<file path="src/rtl/ssp_pkg.sv">
// Shared SSP constants and helpers, used by both the transmit and receive FIFOs.
package ssp_pkg;

  localparam int unsigned SSP_DATA_W   = 8;
  localparam int unsigned TXFIFO_DEPTH = 4;

  // Ceiling log2 for sizing pointers; returns 0 for v <= 1.
  function automatic int unsigned clog2(input int unsigned v);
    int unsigned r;
    r = 0;
    for (int unsigned i = 0; i < 32; i++) begin
      if ((32'd1 << i) < v) r = i + 1;
    end
    return r;
  endfunction

endpackage

</file>
<file path="src/rtl/tx_fifo.sv">
// SSP transmit FIFO: host bytes in via the APB-style write port,
// popped in order by the transmit logic with first-word fall-through.
module tx_fifo
  import ssp_pkg::*;
#(
  parameter int unsigned WIDTH = SSP_DATA_W,
  parameter int unsigned DEPTH = TXFIFO_DEPTH
) (
  input  logic             PCLK,
  input  logic             CLEAR_B,
  input  logic             PSEL,
  input  logic             PWRITE,
  input  logic [WIDTH-1:0] PWDATA,
  input  logic             SENT,
  output logic [WIDTH-1:0] TxDATA,
  output logic             SSPTXINTR,
  output logic             SENT_E
);

  localparam int unsigned AW = clog2(DEPTH);
  localparam int unsigned CW = AW + 1;

  logic [WIDTH-1:0] mem [DEPTH];
  logic [AW-1:0]    wr_ptr;
  logic [AW-1:0]    rd_ptr;
  logic [CW-1:0]    count;
  logic             full;
  logic             empty;
  logic             push;
  logic             pop;

  // Flags come only from the registered count, so a same-cycle pop never frees a slot for a push.
  assign full  = (count == CW'(DEPTH));
  assign empty = (count == CW'(0));
  assign push  = PSEL & PWRITE & ~full;
  assign pop   = SENT & ~empty;

  // Pointers and occupancy; power-of-2 depth lets the pointers wrap naturally.
  always_ff @(posedge PCLK) begin
    if (CLEAR_B) begin
      wr_ptr <= '0;
      rd_ptr <= '0;
      count  <= '0;
    end else begin
      if (push) wr_ptr <= wr_ptr + AW'(1);
      if (pop)  rd_ptr <= rd_ptr + AW'(1);
      unique case ({push, pop})
        2'b10:   count <= count + CW'(1);
        2'b01:   count <= count - CW'(1);
        default: count <= count;
      endcase
    end
  end

  // Storage array, cleared on reset so the stale head reads 0 afterwards.
  always_ff @(posedge PCLK) begin
    if (CLEAR_B) begin
      mem <= '{default: '0};
    end else if (push) begin
      mem[wr_ptr] <= PWDATA;
    end
  end

  assign TxDATA    = mem[rd_ptr];
  assign SSPTXINTR = full;
  assign SENT_E    = empty;

endmodule

</file>
<file path="config.mk">
export PLATFORM = sky130hd
export DESIGN_NAME = tx_fifo
export DESIGN_NICKNAME = d
export VERILOG_FILES = /design/src/rtl/ssp_pkg.sv /design/src/rtl/tx_fifo.sv
export SDC_FILE = /design/constraint.sdc
export NUM_CORES = 1
export LEC_CHECK = 0
export ABC_AREA = 0
export BUFFER_PORTS_ARGS = -buffer_cell sky130_fd_sc_hd__buf_2
export CELL_PAD_IN_SITES_DETAIL_PLACEMENT = 0
export CELL_PAD_IN_SITES_GLOBAL_PLACEMENT = 1
export CORE_ASPECT_RATIO = 1.2
export CORE_MARGIN = 1.5
export CORE_UTILIZATION = 40
export DETAILED_ROUTE_END_ITERATION = 8
export PLACE_DENSITY_LB_ADDON = 0.1
export SYNTH_ARGS = -nofsm -noshare
export SYNTH_HDL_FRONTEND = slang
export SYNTH_SLANG_ARGS = --single-unit
</file>
<file path="constraint.sdc">
create_clock -name PCLK -period 7 [get_ports PCLK]
set_input_delay 1.05 -clock PCLK [delete_from_list [all_inputs] [get_ports PCLK]]
set_output_delay 1.05 -clock PCLK [all_outputs]
set_load 0.01 [all_outputs]
</file>
; ---- Yosys cells after proc, flatten, opt, wreduce, memory -nomap -nowiden
; Index checks and enable logic that the tools add are counted.
[word_totals]
output_inout_bits = 10
ff_bits = 39
[op_classes]
order_cmp = 3
n_bitwise = 7
eq_ne = 3
add_sub_neg = 4
n_reduce_logical = 3
mux = 7
[op_table]
columns = op, count
row1 = 32-bit bitwise mux, 1
row2 = 8-bit two-way mux, 3
row3 = 8-bit binary-select mux with 2-bit select, 1
row4 = 8-bit demux with 2-bit select, 1
row5 = 3-bit >= comparator (second input constant), 2
row6 = 2-bit NOT with 3-bit output, 2
row7 = 3-bit case mux with 2 select lines, 1
row8 = 2-bit by 1-bit adder with 2-bit output (second input constant), 2
row9 = 3-bit by 1-bit adder with 3-bit output (second input constant), 1
row10 = 1-bit AND, 3
row11 = 3-bit equality test (second input constant), 1
row12 = 3-bit logical NOT, 1
row13 = 3-bit by 1-bit less-than comparator with 1-bit output (second input constant), 1
row14 = 3-bit by 1-bit subtractor with 3-bit output (second input constant), 1
row15 = 2-bit by 1-bit equality test with 1-bit output (second input constant), 1
row16 = 2-bit equality test (second input constant), 1
row17 = 1-bit NOT, 2
row18 = 2-bit nonzero test, 1
row19 = 1-bit logical AND, 1

; ---- Logic depth before layout (Yosys ltp)
; Gate-level depths: netlist of run 1.
[depth]
ltp_word = 6
mapped_depth = 10

; ---- Worst setup path after synthesis of run 1
; No wires, ideal clock.
[synth_timing]
path_type = input to register
start = in PSEL
end = reg count[2]
path_buffers = 1
setup_slack_ps = 4209
t_arrival_ps = 2721
cell_stages = 9
cell_sequence = clkbuf_1 > and3_4 > inv_1 > ha_1 > inv_1 > fa_1 > xor2_1 > or3_2 > a21oi_1
[synth_via]
elab_chain_cells = 4
elab_cells_between_ends = 6
[synth_lines]
columns = item, line
row1 = start: declaration, tx_fifo.sv:11  ; input logic PSEL,
row2 = 1-bit AND (*) (2 in a row), tx_fifo.sv:35  ; assign push = PSEL & PWRITE & ~full;
row3 = 2-bit by 1-bit equality test with 1-bit output / 2-bit equality test (equally long branches), tx_fifo.sv:47  ; unique case ({push, pop})
row4 = 3-bit case mux with 2 select lines / 2-bit nonzero test (equally long branches), --
row5 = end signal: assignment, tx_fifo.sv:48  ; 2'b10: count <= count + CW'(1);
row6 = end signal: assignment, tx_fifo.sv:49  ; 2'b01: count <= count - CW'(1);
row7 = end signal: assignment, tx_fifo.sv:50  ; default: count <= count;
row8 = end: declaration, tx_fifo.sv:26  ; logic [CW-1:0] count;
; Every way passes the cells marked *; elsewhere a longest branch is shown, timed or not.
; A chain may end at the register's enable or synchronous reset.

; ---- Worst setup path in the final report of run 1
[layout_timing]
start = reg rd_ptr[0]
end = out TxDATA[1]
[layout_via]
elab_chain_cells = 4
[layout_lines]
columns = item, line
row1 = start: declaration, tx_fifo.sv:25  ; logic [AW-1:0] rd_ptr;
row2 = start signal: assignment, tx_fifo.sv:46  ; if (pop) rd_ptr <= rd_ptr + AW'(1);
row3 = 2-bit NOT with 3-bit output (not written as such), tx_fifo.sv:64  ; assign TxDATA = mem[rd_ptr];
row4 = 8-bit binary-select mux with 2-bit select, tx_fifo.sv:64
row5 = 8-bit two-way mux (not written as such) (2 in a row), tx_fifo.sv:64
row6 = end: declaration, tx_fifo.sv:15  ; output logic [WIDTH-1:0] TxDATA,
; No other way between the ends. The select of a mux whose other input is x is not followed.

==> results.md, run 1 <==
* Status: finished clean
* Crit Reg-Reg Endpoint: count[2]
* Fin crit share at 40.6%
* Die W at 66.6 µm
* DP Wirelength at 2.57 mm
* Wire length of the first global-routing pass at 6.23 mm
* Number of routed nets with antenna violations at 0
* R2R Path Start: count[2]
* Rel. slew slack at 55.2%
* Worst path required time at 5950 ps
* R2r worst-path depth at 9
* Layout cell share with drive strength beyond 1 at 22.7%
* Netlist cell types at 25
* Largest cells by area after synthesis: dfxtp_1 (40%), mux2i_1 (17%), nand2b_1 (14%)
* Clock buffer depth at 2
* Min cycle time layout at 2840 ps
* CTS buffer count at 5
* Post-CTS Hold Fix Bufs at 0
* Commonest cells post-synth: nand2b_1 (42), dfxtp_1 (39), mux2i_1 (33)
* Ant diodes at 0
* Switching share of power at 30.8%
* H-tree depth at 2
* Clock power share at 27.1%
* Synth Area per Inst at 11.0 µm²
* Final-report hold violation count at 0
* Fin Setup TNS at 0 ps
* # nets final at 212
* Final Util at 46.1%
* Clock transition at the registers of the reported paths at 80 ps
* Total GRT Usage at 15.9%
* Drt wl/cell at 15.0 µm
* Max VDD drop at 0.119 mV
* Startpoint types: flop
* Async S/R FF share, synth at 0%
* Detailed-router iteration count before antenna repair at 4
* WL final at 3.79 mm
* First-iteration detailed-routing DRC count at 30
* Switching pwr at 165 µW
* Share of the synthesized area in the top cell type at 40.2%
* Ys flop type: dfxtp_1
* RSZ-0062 raised after global routing: false
* I/O pin count at 23
* Post-CTS setup repair buffer count at 0
* GRT overflow at 0
* Slew of the pin with the lowest slew margin at 671 ps
* Xor and xnor fraction of the mapped netlist area at 1.35%
* Hold depth at 2
* Worst hold path class: flop to flop
* I/O Buffers at 22
* Root Buffer: clkbuf_8
* Yosys top cell by area: dfxtp_1
* Complex-gate fraction of the synthesized area at 1.68%
* Drc violations at 0
* Crit path kind: flop to output port
* HP Start: mem[20]
* Internal at 372 µW
* Fin cells at 252
* FMAX at 0.352 GHz
* Crit Path Max Fanout at 10
* Cell Rows at 27
* Met3 Resource Use GR at 3.82%
* PD cells at 251 mW/mm²
* Post-Syn Instances at 176
* RD Place Congestion at 0.741
* Lkg Pwr at 0.957 nW
* CP Capture Type: output port
* Hold endpoint: mem[20]
* Most common cell in the netlist: nand2b_1
* Max Cap Violations at 0
* Worst path arrival time at 1790 ps
* Post-CTS Resized at 0
* Reg2Reg Setup Slack at 4330 ps
* Core Region at 0.00463 mm²
* Mapped Nets at 195
* Die Y at 79.3 µm
* Mux cell area share after synthesis at 27.1%
* YS warnings at 0
* Number of global-route vias before repair at 1309
* DR vias/cell at 5.08
* Sequential share of the synthesized area at 40.2%
* Final Setup Violations at 0
* Post-synth EDFFs at 0
* Largest family of logic cells by synthesized area: multiplexers
* Reg power frac at 50.0%
* Worst-Skew Late Latency at 290 ps
* Synth-to-Final Area Change at 9.99%
* Synth Area in Simple Gates at 20.3%
* Met2 Use GR at 27.8%
* Cell area after synthesis at 0.00194 mm²
* Initial antenna violation count at 0
* GRT busiest layer: met2
* Largest net degree at the start of global routing at 50
* Slew Viols, Final at 0
* Initial core utilization at 42.0%
* Clock Skews at 6.97 ps
* Die Footprint at 0.00528 mm²
* Met1 Use GR at 18.9%
* Synth Area in Adders at 4.25%
* Seq cells post-synth at 39
* Comb pwr share at 22.9%
* CTS tree: built
* Vias at 1280
* Placed Instances at 244
* Clk sink count at 39
[stage by stage]
step | instance area [µm²] | hold slack [ps] | total power [mW] | setup WS [ps]
floorplan | 1940 | 445 | 0.365 | 4210
global placement | 2050 | 458 | 0.393 | 4210
detailed placement | 2050 | 464 | 0.397 | 4110
CTS | 2140 | 479 | 0.544 | 4110
global route | 2140 | 497 | 0.567 | 4060
finish | 2140 | 475 | 0.537 | 4160
[worst max-delay path, cell delays in order (launching register included)]
cell     delay [ps]
dfxtp_1         750
mux4_2          600
buf_2           160
[power groups by stage]
stage	sequential (mW)	combinational, mW	clock, mW
after floorplan	0.252	0.113	0
after global placement	0.273	0.120	0
after detailed placement	0.274	0.123	0
after CTS	0.269	0.124	0.151
after global routing	0.273	0.137	0.157
final	0.268	0.123	0.145
[routing by layer]
metal,part of all wire [%],up-vias
met5,0,-
met3,3.2,4
met4,1.4,0
met2,51,19
li1,-,635
met1,44,622
[state kept, by name, summed over array words and instances (netlist names)]
name / count
mem: 32
wr_ptr: 2
count: 3
rd_ptr: 2
[how the worst max path moves through the flow]
stage	endpoint	slack, ps	from
5_1_grt	TxDATA[1]	4060	rd_ptr[0]
3_5_place_dp	count[2]	4110	PSEL
3_3_place_gp	count[2]	4210	PSEL
4_1_cts	TxDATA[1]	4110	rd_ptr[0]
2_1_floorplan	count[2]	4210	PSEL
6_report	TxDATA[1]	4160	rd_ptr[0]
[cell type report]
class,instances,area [µm²]
Clock buffer,7,76.3
Clock inverter,1,5.00
Fill cell,444,2490
Inverter,8,30.0
Multi-Input combinational cell,117,1060
Sequential cell,39,781
Tap cell,58,72.6
Timing Repair Buffer,22,110
[logic make-up after synthesis]
logic type                 Yosys count
AOI/OAI and AO/OA                    6
xor gates and xnor gates             3
adders and majority gates            6
buffers and inverters               20
DFF                                 39
and+or+nand+nor                     60
muxes                               42
[layout by cell type, fill, tap and decap left out]
| cell | netlist | routed |
|---|---|---|
| a21oi_1 | 3 | 3 |
| and3_4 | 1 | 1 |
| and4_4 | 2 | 2 |
| buf_2 | 2 | 22 |
| clkbuf_1 | 7 | 2 |
| clkbuf_8 | 0 | 5 |
| clkinv_2 | 0 | 1 |
| dfxtp_1 | 39 | 39 |
| fa_1 | 1 | 1 |
| ha_1 | 5 | 5 |
| inv_1 | 8 | 8 |
| mux2_4 | 1 | 1 |
| mux2i_1 | 33 | 33 |
| mux4_2 | 8 | 8 |
| nand2_1 | 1 | 1 |
| nand2b_1 | 42 | 42 |
| nand4_1 | 1 | 1 |
| nand4_2 | 3 | 3 |
| nor2_1 | 6 | 6 |
| nor3_1 | 1 | 1 |
| o21ai_0 | 2 | 2 |
| o31ai_1 | 1 | 1 |
| or3_1 | 1 | 1 |
| or3_2 | 1 | 1 |
| or3b_1 | 1 | 1 |
| xor2_1 | 3 | 3 |
Power figures use the tool's default switching activity.
==> inputs of run 2 (changes only) <==
==> constraint.sdc (replaced) <==
create_clock -name PCLK -period 2.9 [get_ports PCLK]
set_input_delay 0.435 -clock PCLK [delete_from_list [all_inputs] [get_ports PCLK]]
set_output_delay 0.435 -clock PCLK [all_outputs]
set_load 0.01 [all_outputs]
==> run 2 against run 1 <==
Compared with the run above:
- die area did not move
- global-route usage up 0.40 points
- core utilization is 0.78 points higher
- hold slack lost 1.1 ps
- first-iteration DRC count increased by 47%
- power rose to 2.6 times the previous value
- setup slack worse by 3900 ps
==> results.md, run 2 (synthesis gave the netlist of run 1 again) <==
* H-tree depth at 2 (unchanged)
* RD Place Congestion at 0.731 (was 0.741)
* Crit path kind: flop to flop (was flop to output port)
* Drt wl/cell at 14.7 µm (was 15.0 µm)
* GRT overflow at 0 (unchanged)
* Commonest non-fill, non-tap cells in the layout: nand2b_1 (42), dfxtp_1 (39), mux2i_1 (33), buf_2 (22) (unchanged)
* I/O pin count at 23 (unchanged)
* Die W at 66.6 µm (unchanged)
* Initial antenna violation count at 0 (unchanged)
* Post-CTS Hold Fix Bufs at 0 (unchanged)
* PD cells at 648 mW/mm² (was 251 mW/mm²)
* Clk sink count at 39 (unchanged)
* Worst-Skew Late Latency at 290 ps (about the same)
* Placed Instances at 244 (unchanged)
* Switching pwr at 402 µW (was 165 µW)
* Crit Path Max Fanout at 8 (was 10)
* Comb pwr share at 21.0% (was 22.9%)
* First-iteration detailed-routing DRC count at 44 (was 30)
* Largest regs: mem: 32 flops, count: 3 flops (unchanged)
* Ant diodes at 0 (unchanged)
* DP Wirelength at 2.57 mm (about the same)
* Worst path required time at 3120 ps (was 5950 ps)
* Clock buffer depth at 2 (unchanged)
* Clock transition at the registers of the reported paths at 70 ps (was 80 ps)
* Synth-to-Final Area Change at 11.9% (was 9.99%)
* Commonest non-fill, non-tap cell in the layout: nand2b_1 (unchanged)
* Total GRT Usage at 16.3% (was 15.9%)
* Final-report hold violation count at 0 (unchanged)
* Min cycle time layout at 2610 ps
* Fin Setup TNS at 0 ps (unchanged)
* CP Cell Sequence: or3b_1 > and3_4 > inv_1 > ha_1 > inv_1 > fa_1 > xor2_1 > or3_2 > a21oi_1 (was mux4_2 > buf_2)
* # nets final at 212 (unchanged)
* Die Y at 79.3 µm (unchanged)
* Drc violations at 0 (unchanged)
* Root Buffer: clkbuf_8 (unchanged)
* CP Buf/Inv Count at 2 (was 1)
* Die Footprint at 0.00528 mm² (unchanged)
* CTS buffer count at 5 (unchanged)
* CP peak stage delay at 510 ps (was 750 ps)
* Post-CTS Resized at 0 (unchanged)
* Detailed-router iteration count before antenna repair at 4 (unchanged)
* Fin crit share at 89.8%
* Critical Path Start: count[2] (was rd_ptr[0])
* Worst hold margin at 474 ps (was 475 ps)
* Startpoint types: flop (unchanged)
* Crit-path most repeated cell: inv_1
* Max Cap Violations at 0 (unchanged)
* WL final at 3.71 mm (was 3.79 mm)
* Max VDD drop at 0.309 mV (was 0.119 mV)
* Vias at 1261 (was 1280)
* CTS tree: built (unchanged)
* Number of global-route vias before repair at 1310 (was 1309)
* Clock power share at 33.2% (was 27.1%)
* Internal at 1.01 mW (was 372 µW)
* Lkg Pwr at 0.976 nW (was 0.957 nW)
* CP Capture Type: flop (was output port)
* Slew Viols, Final at 0 (unchanged)
* I/O Buffers at 22 (unchanged)
* Initial core utilization at 42.0% (unchanged)
* Largest net degree at the start of global routing at 50 (unchanged)
* Final Setup Violations at 0 (unchanged)
* Delay-heaviest family, CP: simple AND/OR/NAND/NOR gates (was flip-flops)
* Core Region at 0.00463 mm² (unchanged)
* DR vias/cell at 5.00 (was 5.08)
* Max stage delay cell, worst path: or3b_1 (was dfxtp_1)
* Number of routed nets with antenna violations at 0 (unchanged)
* Max FFs per register at 32 (unchanged)
* HP Start: mem[19] (was mem[20])
* Rel. slew slack at 56.3% (was 55.2%)
* Wire length of the first global-routing pass at 6.25 mm (was 6.23 mm)
* Worst hold path class: flop to flop (unchanged)
* Switching share of power at 28.5% (was 30.8%)
* Clock Skews at 4.09 ps (was 6.97 ps)
* Layout cell share with drive strength beyond 1 at 23.7% (was 22.7%)
* Largest reg by FF count: mem (unchanged)
* Slew of the pin with the lowest slew margin at 655 ps (was 671 ps)
* Fin cells at 252 (unchanged)
* Worst path arrival time at 2820 ps (was 1790 ps)
* Status: finished clean (unchanged)
* RSZ-0062 raised after global routing: false (unchanged)
* Cell Rows at 27 (unchanged)
* Reg power frac at 45.7% (was 50.0%)
* Post-CTS setup repair buffer count at 0 (unchanged)
* FMAX at 0.384 GHz
* R2R Path Start: count[2] (unchanged)
==> run 2: cell count changes in the layout (fill, tap and decap cells not counted) <==
cell       before  now
clkbuf_1        2    0
bufinv_16       0    1
clkbuf_8        5    6
==> run 2: worst paths after layout <==
kind / depth (start not counted) / slack [ps] / end
max reg2reg: 9 / 290 / count[2]
min reg2reg: 2 / 470 / mem[19]
max: 9 / 290 / count[2]
min: 2 / 470 / mem[19]
==> run 2: worst min-delay path: stages, from the launching register on <==
cell and delay (ps):
dfxtp_1 310, nand2b_1 60, mux2i_1 60
==> run 2: power groups by stage <==
| stage | sequential [mW] | clock [mW] | combinational, mW |
|---|---|---|---|
| after floorplan | 0.608 | 0 | 0.274 |
| after global placement | 0.657 | 0 | 0.291 |
| after detailed placement | 0.660 | 0 | 0.299 |
| after CTS | 0.647 | 0.489 | 0.300 |
| after global routing | 0.655 | 0.515 | 0.336 |
| final | 0.644 | 0.468 | 0.296 |
==> run 2: stage by stage <==
step | util [%] | area, µm² | worst slack, ps | total power, mW
final | 46.9 | 2170 | 295 | 1.41
after CTS | 46.9 | 2170 | 272 | 1.44
after floorplan | - | 1940 | 500 | 0.882
after global placement | 44.4 | 2050 | 392 | 0.949
after detailed placement | 44.4 | 2050 | 293 | 0.958
after global routing | 46.9 | 2170 | 144 | 1.51
==> run 2: layout make-up <==
| class | count | area (µm²) |
|---|---|---|
| Clock inverter | 2 | 35.0 |
| Inverter | 8 | 30.0 |
| Multi-Input combinational cell | 117 | 1060 |
| Sequential cell | 39 | 781 |
| Timing Repair Buffer | 22 | 110 |
| Tap cell | 58 | 72.6 |
| Fill cell | 433 | 2460 |
| Clock buffer | 6 | 82.6 |
==> run 2: metal layers <==
layer  part of all wire (%)  track usage, %
met1                     45            19.5
met2                     50            27.7
met3                    3.7            4.53
met4                    1.5            5.51
met5                      0               0
